$ cat src/rtl/connect4_pkg.sv
`default_nettype none
// ============================================================================
//  Module      : connect4_pkg
//  Description : Shared constants and types for the Connect Four draw path:
//                command op codes, colours, board geometry, engine states.
//  Revision    : 1.0 - initial release
// ============================================================================
package connect4_pkg;

   // Board geometry in 160x120 VGA pixels
   localparam int COLS  = 7;
   localparam int ROWS  = 6;
   localparam int PITCH = 8;
   localparam int SIZE  = 4;
   localparam int X0    = 52;
   localparam int Y0    = 30;

   // CLEAR wipes a square region covering the pointer row and the board
   localparam int CLR_DIM = COLS * PITCH;

   // Width of the sweep offset counters, large enough for the CLEAR region
   localparam int SWEEP_W = $clog2(CLR_DIM + 1);

   // Pointer starts over the middle column
   localparam logic [2:0] PTR_HOME = 3'(COLS / 2);

   typedef enum logic [1:0] {
      OP_CLEAR      = 2'd0,
      OP_MOVE_PTR   = 2'd1,
      OP_DRAW_PIECE = 2'd2,
      OP_RSVD       = 2'd3
   } op_e;

   localparam logic [2:0] COL_BG = 3'b000;
   localparam logic [2:0] COL_P1 = 3'b100;
   localparam logic [2:0] COL_P2 = 3'b110;

   typedef enum logic [2:0] {
      ST_IDLE  = 3'd0,
      ST_CLEAR = 3'd1,
      ST_ERASE = 3'd2,
      ST_DRAW  = 3'd3,
      ST_NOP   = 3'd4,
      ST_FIN   = 3'd5
   } state_e;

   // Player 0 draws red, player 1 draws yellow
   function automatic logic [2:0] player_colour(input logic player);
      return player ? COL_P2 : COL_P1;
   endfunction

endpackage
`default_nettype wire

$ cat src/rtl/board_draw_engine_if.sv
`default_nettype none
// ============================================================================
//  Module      : board_draw_engine_if
//  Description : Command channel into the board draw engine (valid/ready
//                handshake plus command fields).
//  Revision    : 1.0 - initial release
// ============================================================================
interface board_draw_engine_if;

   logic       cmd_valid;
   logic       cmd_ready;
   logic [1:0] cmd_op;
   logic [2:0] cmd_col;
   logic [2:0] cmd_row;
   logic       cmd_player;

   // Controller side: offers commands
   modport master (
      output cmd_valid, cmd_op, cmd_col, cmd_row, cmd_player,
      input  cmd_ready
   );

   // Engine side: accepts commands
   modport slave (
      input  cmd_valid, cmd_op, cmd_col, cmd_row, cmd_player,
      output cmd_ready
   );

endinterface
`default_nettype wire

$ cat src/rtl/board_draw_engine_rect_sweeper.sv
`default_nettype none
// ============================================================================
//  Module      : rect_sweeper
//  Description : Raster offset generator. On start, latches the rectangle
//                size and emits one (dx, dy) per cycle, x inner / y outer,
//                pulsing last on the final pixel.
//  Revision    : 1.0 - initial release
// ============================================================================
module rect_sweeper #(
   parameter int WB = 6
) (
   input  logic          clk,
   input  logic          reset,
   input  logic          start,
   input  logic [WB-1:0] width,
   input  logic [WB-1:0] height,
   output logic [WB-1:0] dx,
   output logic [WB-1:0] dy,
   output logic          active,
   output logic          last
);

   logic [WB-1:0] width_r;
   logic [WB-1:0] height_r;
   logic          x_end;
   logic          y_end;

   assign x_end  = (dx == width_r - WB'(1));
   assign y_end  = (dy == height_r - WB'(1));
   assign last   = active && x_end && y_end;

   // Offset counters; a start always restarts from (0,0), even on the last pixel
   always_ff @(posedge clk) begin
      if (reset) begin
         width_r  <= '0;
         height_r <= '0;
         dx       <= '0;
         dy       <= '0;
         active   <= 1'b0;
      end else if (start) begin
         width_r  <= width;
         height_r <= height;
         dx       <= '0;
         dy       <= '0;
         active   <= 1'b1;
      end else if (active) begin
         if (x_end) begin
            dx <= '0;
            if (y_end) begin
               dy     <= '0;
               active <= 1'b0;
            end else begin
               dy <= dy + WB'(1);
            end
         end else begin
            dx <= dx + WB'(1);
         end
      end
   end

endmodule
`default_nettype wire

$ cat src/rtl/board_draw_engine.sv
`default_nettype none
// ============================================================================
//  Module      : board_draw_engine
//  Description : Executes one draw command at a time (clear board, move
//                pointer, draw piece), sweeping one pixel per clock into
//                registered x/y/colour/plot for the VGA adapter, and pulses
//                done on completion.
//  Revision    : 1.0 - initial release
// ============================================================================
module board_draw_engine
   import connect4_pkg::*;
(
   input  logic                      clk,
   input  logic                      reset,
   board_draw_engine_if.slave        cmd,
   output logic [7:0]                x,
   output logic [6:0]                y,
   output logic [2:0]                colour,
   output logic                      plot,
   output logic                      done,
   output logic                      busy,
   output logic [2:0]                ptr_col
);

   state_e               state;
   state_e               state_nx;

   op_e                  op_r;
   logic [2:0]           col_r;
   logic [2:0]           row_r;
   logic                 player_r;

   logic                 accept;
   logic                 cmd_ok;
   logic                 sw_start;
   logic                 sw_big;
   logic                 sw_active;
   logic                 sw_last;
   logic                 in_sweep;
   logic                 done_nx;
   logic [SWEEP_W-1:0]   sw_dim;
   logic [SWEEP_W-1:0]   dx;
   logic [SWEEP_W-1:0]   dy;

   logic [8:0]           ptr_x;
   logic [8:0]           col_x;
   logic [8:0]           row_y;
   logic [8:0]           org_x;
   logic [8:0]           org_y;
   logic [2:0]           pix_colour;

   localparam logic [8:0] PTR_ROW_Y = 9'(Y0 - PITCH);

   assign cmd.cmd_ready = (state == ST_IDLE);
   assign busy          = (state != ST_IDLE);
   assign accept        = cmd.cmd_valid && (state == ST_IDLE);

   // Out-of-range targets and the reserved op become a no-op
   assign cmd_ok = (cmd.cmd_op != OP_RSVD)
                && (int'(cmd.cmd_col) < COLS)
                && !((cmd.cmd_op == OP_DRAW_PIECE) && (int'(cmd.cmd_row) >= ROWS));

   assign sw_dim   = sw_big ? SWEEP_W'(CLR_DIM) : SWEEP_W'(SIZE);
   assign in_sweep = sw_active
                  && ((state == ST_CLEAR) || (state == ST_ERASE) || (state == ST_DRAW));

   rect_sweeper #(
      .WB     (SWEEP_W)
   ) u_sweeper (
      .clk    (clk),
      .reset  (reset),
      .start  (sw_start),
      .width  (sw_dim),
      .height (sw_dim),
      .dx     (dx),
      .dy     (dy),
      .active (sw_active),
      .last   (sw_last)
   );

   // State register
   always_ff @(posedge clk) begin
      if (reset) begin
         state <= ST_IDLE;
      end else begin
         state <= state_nx;
      end
   end

   // Next state, sweeper start and completion strobe
   always_comb begin
      state_nx = state;
      sw_start = 1'b0;
      sw_big   = 1'b0;
      done_nx  = 1'b0;
      case (state)
         ST_IDLE: begin
            if (accept) begin
               if (!cmd_ok) begin
                  state_nx = ST_NOP;
               end else begin
                  case (cmd.cmd_op)
                     OP_CLEAR: begin
                        state_nx = ST_CLEAR;
                        sw_start = 1'b1;
                        sw_big   = 1'b1;
                     end
                     OP_MOVE_PTR: begin
                        state_nx = ST_ERASE;
                        sw_start = 1'b1;
                     end
                     OP_DRAW_PIECE: begin
                        state_nx = ST_DRAW;
                        sw_start = 1'b1;
                     end
                     default: state_nx = ST_NOP;
                  endcase
               end
            end
         end
         ST_CLEAR: begin
            if (sw_last) state_nx = ST_FIN;
         end
         ST_ERASE: begin
            // Restart straight into the redraw so the plots stay contiguous
            if (sw_last) begin
               state_nx = ST_DRAW;
               sw_start = 1'b1;
            end
         end
         ST_DRAW: begin
            if (sw_last) state_nx = ST_FIN;
         end
         ST_NOP, ST_FIN: begin
            // done registers on this edge, landing in the cycle cmd_ready rises
            done_nx  = 1'b1;
            state_nx = ST_IDLE;
         end
         default: state_nx = ST_IDLE;
      endcase
   end

   // Latch command fields on acceptance
   always_ff @(posedge clk) begin
      if (reset) begin
         op_r     <= OP_CLEAR;
         col_r    <= '0;
         row_r    <= '0;
         player_r <= 1'b0;
      end else if (accept) begin
         op_r     <= op_e'(cmd.cmd_op);
         col_r    <= cmd.cmd_col;
         row_r    <= cmd.cmd_row;
         player_r <= cmd.cmd_player;
      end
   end

   // Square origins and colour for the phase being swept
   always_comb begin
      ptr_x      = 9'(X0 + int'(ptr_col) * PITCH);
      col_x      = 9'(X0 + int'(col_r) * PITCH);
      row_y      = 9'(Y0 + int'(row_r) * PITCH);
      org_x      = 9'(X0);
      org_y      = PTR_ROW_Y;
      pix_colour = COL_BG;
      case (state)
         ST_ERASE: begin
            org_x = ptr_x;
         end
         ST_DRAW: begin
            org_x      = col_x;
            org_y      = (op_r == OP_DRAW_PIECE) ? row_y : PTR_ROW_Y;
            pix_colour = player_colour(player_r);
         end
         default: ;
      endcase
   end

   // Registered pixel outputs; x/y/colour hold between commands
   always_ff @(posedge clk) begin
      if (reset) begin
         x      <= '0;
         y      <= '0;
         colour <= '0;
         plot   <= 1'b0;
      end else begin
         plot <= in_sweep;
         if (in_sweep) begin
            x      <= 8'(org_x + 9'(dx));
            y      <= 7'(org_y + 9'(dy));
            colour <= pix_colour;
         end
      end
   end

   // Completion pulse and pointer position, which moves together with done
   always_ff @(posedge clk) begin
      if (reset) begin
         done    <= 1'b0;
         ptr_col <= PTR_HOME;
      end else begin
         done <= done_nx;
         if ((state == ST_FIN) && (op_r == OP_MOVE_PTR)) begin
            ptr_col <= col_r;
         end
      end
   end

endmodule
`default_nettype wire

$ cat src/flat_wrapper.sv
// flat-port wrapper written by rule: the top's interface ports become plain ports
module board_draw_engine_flat import connect4_pkg::*;
  (clk, reset, x, y, colour, plot, done, busy, ptr_col, cmd_cmd_valid, cmd_cmd_op, cmd_cmd_col, cmd_cmd_row, cmd_cmd_player, cmd_cmd_ready);
  board_draw_engine_if cmd_i ();
  input  logic clk;
  input  logic reset;
  output logic [7:0] x;
  output logic [6:0] y;
  output logic [2:0] colour;
  output logic plot;
  output logic done;
  output logic busy;
  output logic [2:0] ptr_col;
  input wire logic [$bits(cmd_i.cmd_valid)-1:0] cmd_cmd_valid;
  input wire logic [$bits(cmd_i.cmd_op)-1:0] cmd_cmd_op;
  input wire logic [$bits(cmd_i.cmd_col)-1:0] cmd_cmd_col;
  input wire logic [$bits(cmd_i.cmd_row)-1:0] cmd_cmd_row;
  input wire logic [$bits(cmd_i.cmd_player)-1:0] cmd_cmd_player;
  output wire logic [$bits(cmd_i.cmd_ready)-1:0] cmd_cmd_ready;
  assign cmd_i.cmd_valid = cmd_cmd_valid;
  assign cmd_i.cmd_op = cmd_cmd_op;
  assign cmd_i.cmd_col = cmd_cmd_col;
  assign cmd_i.cmd_row = cmd_cmd_row;
  assign cmd_i.cmd_player = cmd_cmd_player;
  assign cmd_cmd_ready = cmd_i.cmd_ready;
  board_draw_engine u_core (.clk(clk), .reset(reset), .cmd(cmd_i), .x(x), .y(y), .colour(colour), .plot(plot), .done(done), .busy(busy), .ptr_col(ptr_col));
endmodule
$ cat config.mk
export PLATFORM = sky130hd
export DESIGN_NAME = board_draw_engine_flat
export DESIGN_NICKNAME = d
export VERILOG_FILES = /design/src/rtl/connect4_pkg.sv /design/src/rtl/board_draw_engine_if.sv /design/src/rtl/board_draw_engine_rect_sweeper.sv /design/src/rtl/board_draw_engine.sv /design/src/flat_wrapper.sv
export SDC_FILE = /design/constraint.sdc
export NUM_CORES = 1
export LEC_CHECK = 0
export CAP_MARGIN = 10
export CORE_UTILIZATION = 40
export CTS_CLUSTER_DIAMETER = 120
export CTS_CLUSTER_SIZE = 8
export DETAILED_ROUTE_END_ITERATION = 16
export GPL_TIMING_DRIVEN = 0
export PLACE_DENSITY = 0.59
export SYNTH_ARGS = -nofsm -noshare
export SYNTH_HDL_FRONTEND = slang
export SYNTH_HIERARCHICAL = 1
export SYNTH_SLANG_ARGS = --single-unit
export TNS_END_PERCENT = 50
$ cat constraint.sdc
create_clock -name clk -period 3.7 [get_ports clk]
set_input_delay 0.555 -clock clk [delete_from_list [all_inputs] [get_ports clk]]
set_output_delay 0.555 -clock clk [all_outputs]
set_load 0.02 [all_outputs]
==> impl_metrics.env <==
export IMPL_outcome="finished, final reports clean"
export IMPL_die_area_sq_um=8610
export IMPL_yosysTopAreaCellShare_pct=35.8
export IMPL_place_ws_ps=-119
export IMPL_htreeDepth=3
export IMPL_rsz0062_at_grt="no"
export IMPL_start_kind="flop"
export IMPL_netlist_area_sq_um=3300
export IMPL_synth_edff_count=0
export IMPL_grt_pass1_wl_mm=13.0
export IMPL_synth_cell_types=68
export IMPL_grt_max_degree=12
export IMPL_cts_tree="yes"
export IMPL_num_rows=32
export IMPL_fin_area_sq_um=3970
export IMPL_wl_mm=7.70
export IMPL_maxSlewViolCount=0
export IMPL_grt_pass1_vias=2652
export IMPL_p_total_mw=1.46
export IMPL_seq_area_frac_synth_pct=35.8
export IMPL_fin_util_pct=50.6
export IMPL_crit_fanout=9
export IMPL_grt_usage_pct=19.2
export IMPL_clock_latency_ps=330
export IMPL_dr_wl_met2_mm=3.44
export IMPL_cts_sinks=59
export IMPL_cp_required_ps=3920
export IMPL_numPortBuffers=35
export IMPL_nets=463
export IMPL_fin_crit_sh_pct=92.6
export IMPL_drive_above_1_share_pct=9.79
export IMPL_slew_limit_headroom_pct=59.3
export IMPL_syn_inst=385
export IMPL_synthTopCellsByArea="dfxtp_1 (36%), nand2_1 (6.2%), ha_1 (6.1%)"
export IMPL_ys_warn_count=6
export IMPL_top_layer_used="met4"
export IMPL_drt_iter0_drc=112
export IMPL_routedLengthMet1_mm=3.99
export IMPL_synth_main_ff_cell="dfxtp_1"
export IMPL_io_pins=37
export IMPL_clkTransAtPathRegs_ps=70
export IMPL_power_per_cell_area_nw_per_um2=368
export IMPL_tightest_slew_ps=611
export IMPL_vias=2828
export IMPL_drc=0
export IMPL_placed_area_sq_um=3790
export IMPL_setup_ws_ps=274
export IMPL_cap_violations=0
export IMPL_ant_nets=0
export IMPL_synth_top_area_cell="dfxtp_1"
export IMPL_final_hold_viol_count=0
export IMPL_max_freq_mhz=292
export IMPL_dr_wl_met3_um=184
export IMPL_die_x_um=92.8
export IMPL_core_area_sq_um=7850
export IMPL_crit_type="flop to flop"
export IMPL_via_per_inst=5.23
export IMPL_dr_pass1_iters=4
export IMPL_ir_worst_vdd_mv=0.167
export IMPL_min_period_ps=3430
export IMPL_placed_cells=526
export IMPL_clock_skew_ps=9.32
export IMPL_gp_congestion=0.787
export IMPL_crit_arrival_ps=3650
export IMPL_cts_inserted_buffers=9
export IMPL_layout_cells_non_filler=541
export IMPL_insertedDiodeCount=0
export IMPL_async_reset_ff_share_pct=0
export IMPL_place_hpwl_mm=5.71
export IMPL_grt_antenna_before_repair=0
export IMPL_ys_ff_latch=59
export IMPL_grt_overflow=0
export IMPL_setup_viol=0
export IMPL_endpoint_kind="flop"
export IMPL_post_cts_buffers=0
export IMPL_initial_utilization_pct=42.0
export IMPL_netlist_top_cells_count="dfxtp_1 (59), nand2_1 (54), nor2_1 (37)"
export IMPL_drt_wirelength_per_cell_um=14.2
export IMPL_leakagePower_nw=1.53
export IMPL_cts_max_path_buffers=2
export IMPL_yosysMostFrequentCell="dfxtp_1"
export IMPL_die_height_um=92.8
export IMPL_hold_class="flop to flop"
export IMPL_cts_root_buf="clkbuf_8"
export IMPL_areaGrowthSynthToFinish_pct=20.4
export IMPL_avgSynthCellArea_sq_um=8.56
[per-stage QoR]
| stage | TNS (ps) | hold slack (ps) |
|---|---|---|
| 5_1_grt | 0 | 484 |
| 2_1_floorplan | 0 | 437 |
| 3_5_place_dp | -1070 | 447 |
| 4_1_cts | 0 | 456 |
| 3_3_place_gp | -924 | 440 |
| 6_report | 0 | 453 |
[power by group]
group	internal, mW	switching [mW]
clock	0.278	0.245
sequential	0.660	0.0237
combinational	0.109	0.145
[flip-flops by register name, indices dropped and copies added (netlist names)]
register	count
u_core/u_sweeper/active	1
u_core/player_r	1
u_core/state	3
u_core/u_sweeper/width_r	6
u_core/u_sweeper/dx	6
u_core/op_r	2
u_core/col_r	3
u_core/u_sweeper/height_r	6
u_core/done	1
u_core/row_r	3
u_core/plot	1
u_core/u_sweeper/dy	6
u_core/ptr_col	3
u_core/y	7
u_core/colour	2
u_core/x	8
[path summary, 6_finish.rpt]
kind | start | end | slack (ps) | cells after the start
setup / recovery | u_core/u_sweeper/width_r[0] | u_core/u_sweeper/dy[3] | 270 | 15
hold / removal | u_core/y[3] | u_core/y[3] | 450 | 2
setup reg to reg | u_core/u_sweeper/width_r[0] | u_core/u_sweeper/dy[3] | 270 | 15
hold reg to reg | u_core/y[3] | u_core/y[3] | 450 | 2
[worst max-delay path, cell delays in order, from the launching register on]
cell	delay [ps]
dfxtp_1	400
inv_1	70
ha_1	260
o21ba_1	200
a221oi_2	280
a41oi_2	80
or3_1	410
buf_6	170
nor3_4	250
nand2_1	70
a21boi_0	210
clkbuf_2	260
nor2_1	180
nand2_1	140
a211oi_1	50
a211o_1	280
[timing repair]
action                                  CTS  global route
endpoints found under the hold margin     0             0
endpoints found under the setup margin   13            14
hold buffers                              0             0
resized for setup                         1             4
pin swaps                                 0             0
[layout make-up]
| cell class | count | area [sq um] |
|---|---|---|
| buffer | 20 | 108 |
| clock buffer | 14 | 163 |
| clock inverter | 2 | 10.0 |
| fill | 812 | 3880 |
| inverter | 17 | 63.8 |
| multi-input combinational | 292 | 1970 |
| sequential | 59 | 1180 |
| tap | 102 | 128 |
| timing repair buffer | 35 | 350 |
[kinds of logic after synthesis]
logic type      Yosys count  share of synthesized area (%)
compound gates           66                           14.5
flops                    59                           35.8
mux                      18                           5.54
simple gates            164                           26.2
buf+inv                  38                           5.24
xor+xnor                 22                           5.85
fa+ha+maj                17                           6.68
other cells               1                          0.114
[metal layers]
layer / GRT usage, % / up-vias
li1: - / 1438
met1: 26.9 / 1336
met2: 30.1 / 46
met3: 2.96 / 8
met4: 6.15 / 0
met5: 0 / -
[placed cells by master, fill, tap and decap left out, types with 8 or more instances in the layout]
master / instances
a21oi_1: 20
dfxtp_1: 59
ha_1: 16
nand2_1: 54
xnor2_1: 14
nor2_1: 37
clkdlybuf4s50_1: 35
clkbuf_1: 11
nand3_1: 13
xor2_1: 8
mux2i_1: 16
clkbuf_8: 11
inv_1: 17
Note: power is estimated with default switching activity, not from simulation.
